**src/rtl/wbm_arb_pkg.sv**
```systemverilog
// Shared definitions for the Wishbone burst arbiter.
// - state_t   : burst sequencer states
// - num_req_c : number of requesters sharing the master port
package wbm_arb_pkg;

    localparam int num_req_c = 2;

    typedef enum logic [1:0] {
        IDLE   = 2'd0,
        ISSUE  = 2'd1,
        DRAIN  = 2'd2,
        FINISH = 2'd3
    } state_t;

endpackage

```
**src/rtl/rr_arbiter2.sv**
```systemverilog
// Two-input round-robin arbiter.
// Ports:
//   clock, rst : clock and synchronous active-high reset
//   en_i       : arbitration allowed this cycle (grants only while enabled)
//   req_i      : request per requester
//   gnt_o      : one-hot grant, combinational from req_i
// The last-grant pointer moves on every issued grant. On a tie the
// requester that was not granted last wins; reset favours requester 0.
module rr_arbiter2 (
    input  logic       clock,
    input  logic       rst,
    input  logic       en_i,
    input  logic [1:0] req_i,
    output logic [1:0] gnt_o
);

    logic last_q;
    logic last_d;

    always_comb begin
        gnt_o  = 2'b00;
        last_d = last_q;
        if (en_i) begin
            if (req_i == 2'b11) begin
                gnt_o = last_q ? 2'b01 : 2'b10;
            end else begin
                gnt_o = req_i;
            end
            if (req_i != 2'b00) begin
                last_d = gnt_o[1];
            end
        end
    end

    // Pointer resets to "requester 1 granted last" so requester 0 wins first.
    always_ff @(posedge clock) begin
        if (rst) begin
            last_q <= 1'b1;
        end else begin
            last_q <= last_d;
        end
    end

endmodule

```
**src/rtl/wbm_burst_arbiter.sv**
```systemverilog
// Shares one pipelined Wishbone master port between two requesters.
// Arbitrates round-robin, latches the winner's command and runs one burst,
// finishing on the last acknowledge, on bus error or on watchdog expiry.
// Ports:
//   clock, rst          : clock, synchronous active-high reset
//   req_*_i / gnt_o     : per-requester command and one-cycle grant
//   wr_dat_i / wr_ack_o : write data per requester and its consume pulse
//   rd_dat_o / rd_val_o : shared read data and per-requester valid pulse
//   done_o / err_o      : per-requester completion and failure pulses
//   wbm_*               : Wishbone master port
//   dbg_state_o         : current sequencer state
//
// Handshakes: a requester holds req_i and its command fields until it sees
// gnt_o; the fields are sampled in the gnt_o cycle. On the bus a strobe is
// transferred in a cycle with stb=1 and stall=0 (wr_ack_o pulses in that same
// cycle, and the requester moves to its next word on the following cycle);
// each ack retires one strobe, and err ends the burst immediately.
module wbm_burst_arbiter
    import wbm_arb_pkg::*;
#(
    parameter int data_width_g = 8,
    parameter int blen_width_g = 9,
    parameter int addr_width_g = 10,
    parameter int timeout_g    = 255
) (
    input  logic                                     clock,
    input  logic                                     rst,
    input  logic [num_req_c-1:0]                     req_i,
    output logic [num_req_c-1:0]                     gnt_o,
    input  logic [num_req_c-1:0]                     req_we_i,
    input  logic [num_req_c-1:0][addr_width_g-1:0]   req_adr_i,
    input  logic [num_req_c-1:0][blen_width_g-1:0]   req_len_i,
    input  logic [num_req_c-1:0]                     req_tgc_i,
    input  logic [num_req_c-1:0]                     req_tgd_i,
    input  logic [num_req_c-1:0][data_width_g-1:0]   wr_dat_i,
    output logic [num_req_c-1:0]                     wr_ack_o,
    output logic [data_width_g-1:0]                  rd_dat_o,
    output logic [num_req_c-1:0]                     rd_val_o,
    output logic [num_req_c-1:0]                     done_o,
    output logic [num_req_c-1:0]                     err_o,
    output logic                                     wbm_cyc_o,
    output logic                                     wbm_stb_o,
    output logic                                     wbm_we_o,
    output logic [addr_width_g-1:0]                  wbm_adr_o,
    output logic [blen_width_g-1:0]                  wbm_tga_o,
    output logic [data_width_g-1:0]                  wbm_dat_o,
    output logic                                     wbm_tgc_o,
    output logic                                     wbm_tgd_o,
    input  logic [data_width_g-1:0]                  wbm_dat_i,
    input  logic                                     wbm_stall_i,
    input  logic                                     wbm_ack_i,
    input  logic                                     wbm_err_i,
    output logic [1:0]                               dbg_state_o
);

    // One extra bit so len+1 never overflows the burst counters.
    localparam int cnt_w_c  = blen_width_g + 1;
    localparam int wdog_w_c = $clog2(timeout_g + 1);

    state_t                    state_q, state_d;
    logic                      owner_q, owner_d;
    logic                      we_q, we_d;
    logic [addr_width_g-1:0]   adr_q, adr_d;
    logic [blen_width_g-1:0]   tga_q, tga_d;
    logic                      tgc_q, tgc_d;
    logic                      tgd_q, tgd_d;
    logic [cnt_w_c-1:0]        stb_cnt_q, stb_cnt_d;
    logic [cnt_w_c-1:0]        ack_cnt_q, ack_cnt_d;
    logic [wdog_w_c-1:0]       wdog_q, wdog_d;
    logic                      abort_q, abort_d;
    logic [data_width_g-1:0]   rd_dat_q, rd_dat_d;
    logic [num_req_c-1:0]      rd_val_q, rd_val_d;

    logic [num_req_c-1:0]      gnt;
    logic                      gnt_idx;
    logic [num_req_c-1:0]      owner_oh;
    logic                      in_burst;
    logic                      stb;
    logic                      accept;
    logic                      ack_ok;
    logic                      err_hit;
    logic                      wd_expire;

    rr_arbiter2 u_arb (
        .clock (clock),
        .rst   (rst),
        .en_i  ((state_q == IDLE) && !rst),
        .req_i (req_i),
        .gnt_o (gnt)
    );

    assign gnt_idx   = gnt[1];
    assign owner_oh  = owner_q ? 2'b10 : 2'b01;
    assign in_burst  = (state_q == ISSUE) || (state_q == DRAIN);
    assign stb       = (state_q == ISSUE);
    assign accept    = stb && !wbm_stall_i;
    // An ack coincident with err is dropped; acks beyond the burst are ignored.
    assign ack_ok    = in_burst && wbm_ack_i && !wbm_err_i && (ack_cnt_q != '0);
    assign err_hit   = in_burst && wbm_err_i;
    assign wd_expire = in_burst && !wbm_ack_i && (wdog_q == wdog_w_c'(1));

    always_comb begin
        state_d   = state_q;
        owner_d   = owner_q;
        we_d      = we_q;
        adr_d     = adr_q;
        tga_d     = tga_q;
        tgc_d     = tgc_q;
        tgd_d     = tgd_q;
        stb_cnt_d = stb_cnt_q;
        ack_cnt_d = ack_cnt_q;
        wdog_d    = wdog_q;
        abort_d   = abort_q;
        rd_dat_d  = rd_dat_q;
        rd_val_d  = '0;

        if (ack_ok && !we_q) begin
            rd_dat_d = wbm_dat_i;
            rd_val_d = owner_oh;
        end

        case (state_q)
            IDLE: begin
                if (gnt != '0) begin
                    owner_d   = gnt_idx;
                    we_d      = req_we_i[gnt_idx];
                    adr_d     = req_adr_i[gnt_idx];
                    tga_d     = req_len_i[gnt_idx] + blen_width_g'(1);
                    tgc_d     = req_tgc_i[gnt_idx];
                    tgd_d     = req_tgd_i[gnt_idx];
                    stb_cnt_d = {1'b0, req_len_i[gnt_idx]} + cnt_w_c'(1);
                    ack_cnt_d = {1'b0, req_len_i[gnt_idx]} + cnt_w_c'(1);
                    wdog_d    = wdog_w_c'(timeout_g);
                    abort_d   = 1'b0;
                    state_d   = ISSUE;
                end
            end
            ISSUE, DRAIN: begin
                if (accept) begin
                    stb_cnt_d = stb_cnt_q - cnt_w_c'(1);
                    adr_d     = adr_q + addr_width_g'(1);
                end
                if (ack_ok) begin
                    ack_cnt_d = ack_cnt_q - cnt_w_c'(1);
                end
                wdog_d = wbm_ack_i ? wdog_w_c'(timeout_g) : wdog_q - wdog_w_c'(1);

                if (err_hit || wd_expire) begin
                    abort_d = 1'b1;
                    state_d = FINISH;
                end else if (ack_ok && (ack_cnt_q == cnt_w_c'(1))) begin
                    state_d = FINISH;
                end else if (accept && (stb_cnt_q == cnt_w_c'(1))) begin
                    state_d = DRAIN;
                end
            end
            FINISH: begin
                state_d = IDLE;
            end
            default: begin
                state_d = IDLE;
            end
        endcase
    end

    always_ff @(posedge clock) begin
        if (rst) begin
            state_q   <= IDLE;
            owner_q   <= 1'b0;
            we_q      <= 1'b0;
            adr_q     <= '0;
            tga_q     <= '0;
            tgc_q     <= 1'b0;
            tgd_q     <= 1'b0;
            stb_cnt_q <= '0;
            ack_cnt_q <= '0;
            wdog_q    <= '0;
            abort_q   <= 1'b0;
            rd_dat_q  <= '0;
            rd_val_q  <= '0;
        end else begin
            state_q   <= state_d;
            owner_q   <= owner_d;
            we_q      <= we_d;
            adr_q     <= adr_d;
            tga_q     <= tga_d;
            tgc_q     <= tgc_d;
            tgd_q     <= tgd_d;
            stb_cnt_q <= stb_cnt_d;
            ack_cnt_q <= ack_cnt_d;
            wdog_q    <= wdog_d;
            abort_q   <= abort_d;
            rd_dat_q  <= rd_dat_d;
            rd_val_q  <= rd_val_d;
        end
    end

    assign gnt_o       = gnt;
    assign wr_ack_o    = (accept && we_q) ? owner_oh : '0;
    assign rd_dat_o    = rd_dat_q;
    assign rd_val_o    = rd_val_q;
    assign done_o      = (state_q == FINISH) ? owner_oh : '0;
    assign err_o       = ((state_q == FINISH) && abort_q) ? owner_oh : '0;
    assign wbm_cyc_o   = in_burst;
    assign wbm_stb_o   = stb;
    assign wbm_we_o    = we_q;
    assign wbm_adr_o   = adr_q;
    assign wbm_tga_o   = tga_q;
    assign wbm_tgc_o   = tgc_q;
    assign wbm_tgd_o   = tgd_q;
    assign wbm_dat_o   = (stb && we_q) ? wr_dat_i[owner_q] : '0;
    assign dbg_state_o = state_q;

endmodule

```
**config.mk**
```make
export PLATFORM = sky130hd
export DESIGN_NAME = wbm_burst_arbiter
export DESIGN_NICKNAME = d
export VERILOG_FILES = /design/src/rtl/wbm_arb_pkg.sv /design/src/rtl/rr_arbiter2.sv /design/src/rtl/wbm_burst_arbiter.sv
export SDC_FILE = /design/constraint.sdc
export NUM_CORES = 1
export LEC_CHECK = 0
export ABC_AREA = 1
export CAP_MARGIN = 20
export CORE_MARGIN = 2
export CORE_UTILIZATION = 50
export DETAILED_ROUTE_END_ITERATION = 6
export PLACE_DENSITY = 0.95
export SYNTH_ARGS = -nofsm -noshare
export SYNTH_HDL_FRONTEND = slang
export SYNTH_HIERARCHICAL = 1
export SYNTH_SLANG_ARGS = --single-unit
```
**constraint.sdc**
```tcl
create_clock -name clock -period 6 [get_ports clock]
set_input_delay 1.5 -clock clock [delete_from_list [all_inputs] [get_ports clock]]
set_output_delay 1.5 -clock clock [all_outputs]
set_load 0.05 [all_outputs]
```
---- After elaboration in Yosys (flattened, before gate mapping) ----
Index checks and enable logic that the tools add are counted.
storage, ports and cells
  bits in registers ....................... 65
  output and inout port bits .............. 52
operators by class
  reduce and logical (&&, ||, !) cells .... 35
  magnitude comparators ................... 2
  bitwise gates (word level) .............. 1
  add/sub/neg operators ................... 6
  multiplexer cells ....................... 39
  eq/ne operators ......................... 12
operators by type and width
  kind                                                  number
  2-to-1 mux 10 bit                                     7
  case mux 10 bit (2 select lines)                      3
  2-to-1 mux 8 bit                                      5
  2-to-1 mux 2 bit                                      11
  equality test 10 x 1 -> 1 bit, second input constant  2
  subtractor 10 x 1 -> 10 bit, second input constant    2
  2-to-1 mux 9 bit                                      2
  case mux 8 bit (2 select lines)                       1
  logical AND 1 bit                                     14
  adder 10 x 1 -> 10 bit, second input constant         1
  adder 9 x 1 -> 10 bit, second input constant          1
  nonzero test 10 bit                                   1
  adder 9 x 1 -> 9 bit, second input constant           1
  AND reduction 3 bit                                   3
  equality test 8 x 1 -> 1 bit, second input constant   1
  2-to-1 mux 1 bit                                      8
  AND reduction 2 bit                                   4
  subtractor 8 x 1 -> 8 bit, second input constant      1
  equality test 2 bit, second input constant            3
  inequality test 2 bit, second input constant          3
  case mux 2 bit (3 select lines)                       1
  nonzero test 2 bit                                    3
  logical NOT 1 bit                                     5
  < comparator 1 x 2 -> 1 bit, second input constant    2
  8 further kinds                                       10

---- Depth between registers and ports, before layout ----
Gate-level depths: netlist (run 1).
  depth after elaboration ................. 9
  mapped depth ............................ 22
  depth with buffers taken out ............ 20

---- By module ----
The synthesis (run 1) kept the hierarchy.
by module, submodules not included
  module             times used  cells an instance  area an instance (µm²)
  wbm_burst_arbiter  1           606                3915.0
  rr_arbiter2        1           12                 72.6

---- Least setup slack after synthesis (run 1) ----
Ideal clock, no wire load.
  path type ............................... input -> output
  from .................................... in rst
  to ...................................... out gnt_o[0]
  arrival ................................. 2.813 ns
  path buffers ............................ 1
  stages on the path ...................... 4
  path slack .............................. 1.687 ns
  cells stage by stage .................... clkbuf_1 > nor2_1 > nand2_1 > a21oi_1
on the way
  cells in the longest elaborated chain, start to end .. 3
ends and longest elaborated chain
  what               RTL line                 source
  from (decl)        wbm_burst_arbiter.sv:27  input logic rst,
  logical NOT 1 bit  wbm_burst_arbiter.sv:87  .en_i ((state_q == IDLE) && !rst),
  logical AND 1 bit  wbm_burst_arbiter.sv:87
  2-to-1 mux 2 bit   rr_arbiter2.sv:23        if (en_i) begin
  to (decl)          wbm_burst_arbiter.sv:29  output logic [num_req_c-1:0] gnt_o,
No other way between the ends.

---- Final worst setup path (run 1) ----
Ends and elaborated chain as after synthesis.

==> run_results.csv, run 1 <==
group,metric,value,unit
global_route,grt-ovfl-total,0,
placed_design,place.gp.congestion,0.905,
floorplanning,die_w,93.3,microns
drt,wl_per_cell,14.1,microns
drt,drt_first_pass_iters,6,
worst_hold_path,hold_class,"register to register",
logic_synthesis,synth_cells,618,
worst_setup_path,critPathSlowestCell,"clkdlybuf4s50_1",
placed_design,dp_hpwl,8590,microns
clock_tree,clkLatencyLatePin,0.34,ns
cells_and_area,multiInputGateArea,0.00225,sq mm
worst_hold_path,min_path_cells,2,
timing,hold_ws,0.446,ns
power,switchingPower,0.00125,W
timing,period_share,81.0,%
timing,min_period,4.86,ns
timing,maxSlewViolCount,0,
floorplanning,fp-row-count,32,
global_route,grt_usage,26.4,%
worst_setup_path,r2r_slack,2.57,ns
drt,drt-initial-drc-count,397,
timing,layout_setup_ws,1.14,ns
worst_setup_path,start_kind,"input pin",
clock_tree,cts_tree,"yes",
logic_synthesis,synth-seq-cells,65,
floorplanning,start_util,51.6,%
worst_setup_path,worstPathArrival,3.36,ns
timing,relSlewSlack,53.3,%
worst_setup_path,worstPathMaxFanout,3,
cells_and_area,seqCellArea,0.00130,sq mm
timing,worstMarginPinSlew,0.693,ns
logic_synthesis,avgSynthCellArea,6.45,sq um
power,power_switching_share,49.5,%
worst_setup_path,worstPathRequired,4.50,ns
run_status,status,"finished, final reports clean",
timing,rsz0062_at_grt,"false",
clock_tree,cts_hold_buf,0,
drt,wirelength,11900,microns
clock_tree,ctsRootBufferMaster,"clkbuf_8",
timing,tns,0,ns
worst_setup_path,endpoint_kind,"primary output",
clock_tree,cts_sinks,65,
cells_and_area,post-route-util,71.0,%
cells_and_area,areaGrowthSynthToFinish,37.7,%
power,p_leak,2.37,nW
global_route,grt_pass1_vias,4176,
power,ir_drop,0.238,mV
clock_tree,cts_buffers,9,
timing,finClkSkew,0.00928,ns
clock_tree,post_cts_buffers,0,
logic_synthesis,yosysSeqAreaShare,32.6,%
power,p_per_area,461,mW/mm^2
logic_synthesis,syn_nets,704,
global_route,antenna_found_initial,0,
cells_and_area,diodes,0,
cells_and_area,final_net_count,817,
power,clock_power_share,15.9,%
drt,vias,4550,
drt,drtAntennaViolNets,0,
logic_synthesis,synth_warnings,6,
worst_setup_path,max_stage_delay,0.87,ns
floorplanning,dieArea,0.00871,sq mm
timing,hold_viol,0,
run,maxCapViolations,0,
worst_setup_path,path_class,"input pin to primary output",
clock_tree,cts_resized,0,
timing,fmax,206,MHz
cells_and_area,n_fill_cell,574,
power,internal_power,0.00128,W
worst_hold_path,hp-start,"rd_dat_o[4]",
logic_synthesis,synthDistinctLibCells,42,
placed_design,place_ws,1.17,ns
timing,setup_viol,0,
global_route,grt_start_max_net_pins,47,
worst_setup_path,r2r_cells,17,
placed_design,port_buffers,126,
power,comb_power_share,57.8,%
power,pwr-share-seq,26.3,%
drt,vias_per_cell,5.43,
worst_setup_path,cpMostUsedCell,"clkdlybuf4s50_1",
clock_tree,clockBufferDepth,2,
worst_setup_path,path_cells,"clkdlybuf4s50_1 -> nor2_1 -> nand2_1 -> a21oi_1 -> clkdlybuf4s50_1",
worst_setup_path,r2r-end,"stb_cnt_q[6]",
drt,route.detailed.drc,0,
global_route,grt_pass1_wl,18800,microns
floorplanning,core_area,0.00773,sq mm
clock_tree,clk_pin_slew_worst_paths,0.07,ns
logic_synthesis,synth_area,0.00399,sq mm
floorplanning,io_pins,127,
clock_tree,h-tree-depth,3,
cells_and_area,drive_above_1_share,5.57,%
worst_setup_path,r2r_start,"dbg_state_o[1]",
worst_hold_path,hold_end,"rd_dat_o[4]",
floorplanning,die_height,93.3,microns
## critical path: cells and delay by family
kind	cells	cell delay [ns]
buf+inv	2	1.30
simple gates	2	0.30
compound gates	1	0.26
## Yosys cell counts
cell type	instances	share of area (%)
nand2_4	1	0.28
a21oi_1	58	7.3
buf_4	1	0.19
buf_6	5	1.4
xnor2_1	4	0.88
nand4_1	4	0.63
buf_2	6	0.75
o22ai_1	3	0.47
buf_1	1	0.094
ha_1	11	3.5
o211ai_1	4	0.75
nor2_2	1	0.16
nand3_2	2	0.50
clkinv_1	1	0.094
dfxtp_1	65	33
o21ai_1	5	0.63
nor3_2	3	0.75
nand3b_1	2	0.38
a21o_1	1	0.19
nor2_1	76	7.2
xor2_1	7	1.5
nor2_4	2	0.56
a21boi_0	1	0.19
a211oi_1	2	0.38
a311oi_1	1	0.22
nor3b_1	1	0.19
nand3_4	1	0.44
or2_1	3	0.47
inv_4	1	0.16
o21ai_0	66	8.3
or2_2	1	0.16
a31oi_1	10	1.6
nand2_2	3	0.47
o31ai_1	1	0.19
nand3_1	32	4.0
o21ai_2	3	0.66
or2_0	1	0.16
nand2_1	133	13
inv_1	70	6.6
inv_2	2	0.19
nor3_1	7	0.88
clkbuf_1	16	1.5
## cell families (layout without fill, tap and decap cells)
kind of cell | Yosys count | count (layout) | share of synthesized area [%]
and+or+nand+nor | 273 | 273 | 29.7
AOI/OAI and AO/OA | 155 | 155 | 20.8
DFF | 65 | 65 | 32.6
adders and majority gates | 11 | 11 | 3.45
xor gates and xnor gates | 11 | 11 | 2.42
buffers and inverters | 103 | 221 | 11.0
## worst max path at each step
| stage | start | end | slack [ns] |
|---|---|---|---|
| 2_1_floorplan | rst | gnt_o[0] | 1.69 |
| 3_3_place_gp | rst | gnt_o[0] | 1.24 |
| 3_5_place_dp | rst | gnt_o[0] | 1.17 |
| 4_1_cts | rst | gnt_o[0] | 1.15 |
| 5_1_grt | rst | gnt_o[0] | 1.02 |
| 6_report | rst | gnt_o[0] | 1.14 |
## power groups by stage
stage               clock network [W]  logic, W  registers [W]
CTS                          0.000406   0.00145       0.000660
finish                       0.000403   0.00146       0.000664
global placement                    0   0.00137       0.000661
detailed placement                  0   0.00143       0.000667
global route                 0.000425   0.00160       0.000678
floorplan                           0  0.000842       0.000869
## stage by stage
step                instances  power, W  cell area (sq um)
CTS                       837   0.00251               5470
global placement          821   0.00203               5260
detailed placement        821   0.00210               5260
global route              838   0.00270               5490
floorplan                 618   0.00171               3990
finish                    838   0.00253               5490
## cell type report
type	instances	area share (%)
inverters	74	5.11
well taps	102	2.33
clock buffers	10	2.33
multi-input cells	450	41.0
clock inverters	6	1.50
repair buffers	131	24.1
flip-flops and latches	65	23.7
## state kept, by name, indices dropped and copies added, names as in the netlist
register,cells
abort_q,1
ack_cnt_q,10
dbg_state_o,2
owner_q,1
rd_dat_o,8
rd_val_o,2
stb_cnt_q,10
u_arb/last_q,1
wbm_adr_o,10
wbm_tga_o,9
wbm_tgc_o,1
wbm_tgd_o,1
wbm_we_o,1
wdog_q,8
## per-layer routing
| metal | global-route usage [%] | up-vias | share of wire, % |
|---|---|---|---|
| met3 | 5.48 | 27 | 9.2 |
| met5 | 0 | - | 0 |
| met4 | 10.2 | 0 | 2.2 |
| met1 | 30.7 | 2052 | 40 |
| met2 | 47.4 | 229 | 49 |
| li1 | - | 2242 | - |
## placed cells by master, fill, tap and decap left out, types with 3 or more instances in the layout
cell,instances
or2_1,3
xnor2_1,4
nand2_1,133
a31oi_1,10
o22ai_1,3
nor2_1,76
xor2_1,7
o21ai_0,66
clkbuf_8,9
clkinv_2,3
inv_1,70
nand3_1,32
nor3_1,7
a21oi_1,58
o211ai_1,4
nand4_1,4
ha_1,11
o21ai_1,5
clkdlybuf4s50_1,125
nand2_2,3
dfxtp_1,65
nor3_2,3
o21ai_2,3
buf_4,4
Power figures use the tool's default switching activity.
==> inputs of run 2 (changes only) <==
CORE_UTILIZATION = 43   (was 50)
PLACE_DENSITY = 0.89   (was 0.95)
clock period = 3.9 ns   (was 6 ns; I/O delays follow)
==> run 2 against run 1 <==
  * Power rose by 50%
  * Wire length rose by 1.2%
  * Sequential share of layout area rose by 0.087 points
  * Flip-flop and latch count did not move
  * Setup slack got worse by 0.74 ns
  * Non-clock buffer count did not move
==> run_results.csv, run 2 (synthesis gave the netlist of run 1 again) <==
group,metric,value,unit
worst_setup_path,path_cells,"clkdlybuf4s50_1 -> nand2_1 -> a21oi_1 -> clkdlybuf4s50_1",
global_route,grt_pass1_vias,4429,
worst_setup_path,worstPathArrival,2.53,ns
cells_and_area,diodes,0,
worst_setup_path,critPathSlowestCell,"clkdlybuf4s50_1",
floorplanning,fp-row-count,35,
drt,wirelength,12000,microns
global_route,grt_pass1_wl,19800,microns
cells_and_area,drive_above_1_share,5.58,%
cells_and_area,n_fill_cell,791,
placed_design,place_ws,0.339,ns
power,p_leak,2.35,nW
clock_tree,post_cts_buffers,0,
worst_setup_path,max_stage_delay,0.83,ns
worst_setup_path,critPathCapture,"wbm_dat_o[4]",
timing,setup_viol,0,
run_status,status,"finished, final reports clean",
cells_and_area,fin_cells,846,
clock_tree,cts_resized,0,
worst_setup_path,r2r_slack,0.95,ns
floorplanning,dieArea,0.0101,sq mm
timing,fmax,285,MHz
clock_tree,h-tree-depth,3,
run,maxCapViolations,0,
clock_tree,clkLatencyLatePin,0.35,ns
drt,route.detailed.drc,0,
clock_tree,cts_sinks,65,
timing,rsz0062_at_grt,"false",
clock_tree,clockBufferDepth,2,
clock_tree,cts_hold_buf,0,
timing,layout_setup_ws,0.396,ns
cells_and_area,final_cell_mix,"133 x nand2_1, 124 x clkdlybuf4s50_1, 76 x nor2_1, 70 x inv_1, 66 x o21ai_0",
floorplanning,die_w,100,microns
timing,maxSlewViolCount,0,
worst_hold_path,hold_class,"register to register",
floorplanning,io_pins,127,
worst_setup_path,r2r-end,"stb_cnt_q[0]",
worst_setup_path,worstPathMaxFanout,1,
worst_setup_path,crit_path_start,"wr_dat_i[12]",
global_route,antenna_found_initial,0,
cells_and_area,final_net_count,817,
clock_tree,clk_pin_slew_worst_paths,0.07,ns
worst_setup_path,start_kind,"input pin",
cells_and_area,seqCellArea,0.00130,sq mm
drt,drt-initial-drc-count,250,
cells_and_area,areaGrowthSynthToFinish,37.2,%
timing,hold_ws,0.445,ns
placed_design,place.gp.congestion,0.853,
timing,finClkSkew,0.00807,ns
clock_tree,cts_buffers,9,
timing,min_period,3.50,ns
floorplanning,core_area,0.00911,sq mm
global_route,grt_usage,24.2,%
timing,period_share,89.8,%
floorplanning,die_height,100,microns
clock_tree,ctsRootBufferMaster,"clkbuf_8",
cells_and_area,multiInputGateArea,0.00225,sq mm
global_route,grt-ovfl-total,0,
worst_setup_path,r2r_cells,9,
timing,tns,0,ns
drt,vias_per_cell,5.33,
clock_tree,cts_tree,"yes",
worst_setup_path,cp.depth,4,
drt,wl_per_cell,14.2,microns
timing,worstMarginPinSlew,0.741,ns
worst_setup_path,worstPathRequired,2.92,ns
worst_setup_path,endpoint_kind,"primary output",
floorplanning,start_util,43.8,%
placed_design,dp_hpwl,8900,microns
power,p_per_area,693,mW/mm^2
worst_setup_path,critPathTopFamily,"buffers and inverters",
worst_setup_path,path_class,"input pin to primary output",
placed_design,dpl.cell_count,831,
drt,vias,4512,
drt,drt_first_pass_iters,5,
worst_setup_path,cpMostUsedCell,"clkdlybuf4s50_1",
timing,hold_viol,0,
placed_design,port_buffers,126,
global_route,grt_start_max_net_pins,41,
power,ir_drop,0.318,mV
worst_setup_path,crit_buf_inv,2,
timing,relSlewSlack,50.5,%
worst_setup_path,r2r_start,"dbg_state_o[0]",
drt,drtAntennaViolNets,0,
cells_and_area,final_common_cell,"nand2_1",
run 2: changes by cell type in the layout (fill, tap and decap cells not counted), sizes merged:
cell / change
clkinv: -2
clkbuf: +3
clkdlybuf4s50: -1
buf: +1
bufinv: -2
run 2: how the worst min path moves through the flow:
| stage | startpoint | endpoint | slack [ns] | cells past startpoint |
|---|---|---|---|---|
| final | rd_dat_o[0] | rd_dat_o[0] | 0.44 | 2 |
| after global routing | rd_dat_o[7] | rd_dat_o[7] | 0.46 | 2 |
| after CTS | rd_dat_o[0] | rd_dat_o[0] | 0.44 | 2 |
| after detailed placement | rd_dat_o[0] | rd_dat_o[0] | 0.43 | 2 |
| after global placement | rd_dat_o[1] | rd_dat_o[1] | 0.43 | 2 |
| after floorplan | wdog_q[7] | wdog_q[7] | 0.45 | 2 |
run 2: final cells by class:
| class | instances | area share [%] |
|---|---|---|
| timing repair buffer | 131 | 24.1 |
| clock buffer | 13 | 3.09 |
| clock inverter | 2 | 0.229 |
| multi-input combinational | 450 | 41.1 |
| sequential | 65 | 23.8 |
| tap | 111 | 2.54 |
| inverter | 74 | 5.12 |
run 2: where the power goes:
| group | internal, W | switching, W | total [W] |
|---|---|---|---|
| Sequential | 0.000862 | 0.000168 | 0.00103 |
| Combinational | 0.000746 | 0.00148 | 0.00223 |
| Clock | 0.000279 | 0.000256 | 0.000535 |
| Total | 0.00189 | 0.00191 | 0.00379 |
run 2: metrics by stage:
stage	util, %	power, W	area, sq um
2_1_floorplan	-	0.00263	3990
3_5_place_dp	58.0	0.00324	5290
3_3_place_gp	58.0	0.00317	5290
5_1_grt	60.0	0.00408	5470
6_report	60.0	0.00379	5470
4_1_cts	60.0	0.00378	5470
run 2: metal layers:
| layer | vias to the layer above | routed length (microns) | global-route usage [%] |
|---|---|---|---|
| li1 | 2235 | - | - |
| met1 | 2034 | 4950 | 28.2 |
| met2 | 226 | 5860 | 43.2 |
| met3 | 17 | 1010 | 6.13 |
| met4 | 0 | 171 | 7.69 |
| met5 | - | 0 | 0 |
run 2: worst register-to-register path: cells and delay by family, from the launching register on:
| kind | cells | cell delay [ns] |
|---|---|---|
| fa+ha+maj | 1 | 0.31 |
| buf+inv | 4 | 1.20 |
| compound gates | 4 | 1.00 |
| flops | 1 | 0.38 |
==> inputs of run 3 (changes only) <==
GPL_ROUTABILITY_DRIVEN = 0   (was default)
PLACE_DENSITY = 0.78   (was 0.89)
RECOVER_POWER = 50   (was default)
==> run 3 against run 2 <==
  * Die area is the same
  * Power is 1.1% lower
  * Largest power group unchanged
  * Combinational power decreased by 2%
  * Critical path type unchanged
  * Worst hold slack worse by 0.0019 ns
==> run_results.csv, run 3 (synthesis gave the netlist of run 1 again) <==
group,metric,value,unit
run_status,status,"finished, final reports clean",
cells_and_area,fin_area,0.00548,sq mm
drt,wl_per_cell,13.9,microns
global_route,grt_start_max_net_pins,47,
clock_tree,ctsRootBufferMaster,"clkbuf_8",
drt,wirelength,11700,microns
clock_tree,cts_hold_buf,0,
clock_tree,clockBufferDepth,2,
placed_design,placed_area,0.00530,sq mm
cells_and_area,final_cell_mix,"134 x nand2_1, 84 x clkdlybuf4s50_1, 76 x nor2_1, 71 x inv_1, 66 x o21ai_0",
cells_and_area,diodes,0,
clock_tree,post_cts_buffers,0,
cells_and_area,drive_above_1_share,5.30,%
timing,worstMarginPinSlew,1.20,ns
placed_design,port_buffers,126,
timing,hold_viol,0,
cells_and_area,final_net_count,819,
cells_and_area,final_common_cell,"nand2_1",
timing,layout_setup_ws,0.427,ns
placed_design,place_ws,0.369,ns
timing,period_share,89.1,%
worst_setup_path,path_class,"input pin to primary output",
worst_setup_path,r2r_start,"dbg_state_o[0]",
clock_tree,clkLatencyLatePin,0.34,ns
cells_and_area,n_fill_cell,843,
cells_and_area,fin_cells,847,
global_route,grt-ovfl-total,0,
clock_tree,cts_sinks,65,
floorplanning,dieArea,0.0101,sq mm
drt,route.detailed.drc,0,
drt,drt-initial-drc-count,293,
floorplanning,die_height,100,microns
timing,setup_viol,0,
global_route,grt_pass1_vias,4121,
floorplanning,die_w,100,microns
timing,tns,0,ns
timing,maxSlewViolCount,0,
drt,vias,4439,
global_route,grt_usage,23.7,%
timing,min_period,3.47,ns
worst_hold_path,hold_class,"register to register",
global_route,antenna_found_initial,0,
timing,relSlewSlack,19.8,%
run,maxCapViolations,0,
clock_tree,cts_resized,0,
drt,drtAntennaViolNets,0,
clock_tree,cts_buffers,9,
clock_tree,h-tree-depth,3,
floorplanning,core_area,0.00911,sq mm
placed_design,dp_hpwl,8830,microns
worst_setup_path,endpoint_kind,"primary output",
power,p_per_area,685,mW/mm^2
global_route,grt_pass1_wl,19400,microns
drt,drt_first_pass_iters,5,
worst_setup_path,crit_path_start,"wr_dat_i[8]",
worst_setup_path,worstPathMaxFanout,1,
cells_and_area,areaGrowthSynthToFinish,37.4,%
power,p_leak,2.48,nW
timing,rsz0062_at_grt,"false",
power,ir_drop,0.290,mV
timing,fmax,288,MHz
worst_setup_path,worstPathRequired,2.92,ns
floorplanning,fp-row-count,35,
drt,vias_per_cell,5.24,
worst_setup_path,start_kind,"input pin",
worst_setup_path,worstPathArrival,2.50,ns
placed_design,dpl.cell_count,833,
floorplanning,start_util,43.8,%
timing,finClkSkew,0.00825,ns
clock_tree,clk_pin_slew_worst_paths,0.06,ns
worst_hold_path,hp-start,"rd_dat_o[7]",
floorplanning,io_pins,127,
clock_tree,cts_tree,"yes",
-- run 3: cell count changes in the layout (fill, tap and decap cells not counted), sizes merged --
cell	before	now
buf	7	8
bufinv	0	1
clkbuf	13	11
clkdlybuf4s50	124	84
clkinv	2	5
clkinvlp	1	0
dlygate4sd3	0	40
inv	73	72
-- run 3: layout make-up --
cell class,count,area [sq um],area share (%)
Tap cell,111,139,2.53
Inverter,74,280,5.12
Timing Repair Buffer,133,1330,24.3
Clock inverter,4,45.0,0.822
Sequential cell,65,1300,23.7
Multi-Input combinational cell,450,2250,41.0
Clock buffer,10,138,2.51
-- run 3: final timing paths --
check | cells past startpoint | endpoint | slack, ns
worst max-delay path | 4 | wbm_dat_o[0] | 0.43
worst min-delay path | 2 | rd_dat_o[7] | 0.44
worst max register to register | 9 | rd_dat_o[1] | 0.56
worst min register to register | 2 | rd_dat_o[7] | 0.44
-- run 3: worst max-delay path, cell delays in order --
cell             delay, ns
clkdlybuf4s50_1       0.46
nand2_1               0.05
a21oi_1               0.19
clkdlybuf4s50_1       0.83
-- run 3: report_power, final --
part           internal [W]  switching [W]  leakage [nW]
sequential         0.000861       0.000156         0.533
clock              0.000302       0.000248        0.0978
combinational      0.000710        0.00147          1.85
total               0.00187        0.00188          2.48
-- run 3: metrics by stage --
step	hold slack [ns]	utilization (%)	power (W)
finish	0.443	60.2	0.00375
CTS	0.446	60.2	0.00380
global route	0.475	60.2	0.00406
detailed placement	0.436	58.2	0.00324
global placement	0.433	58.2	0.00319
floorplan	0.453	-	0.00263
-- run 3: routing by layer --
layer,part of all wire [%],vias up,track usage (%)
met5,0,-,0
met4,1.9,0,9.17
li1,-,2234,-
met1,43,1993,29.9
met3,8.0,16,4.46
met2,47,196,40.2
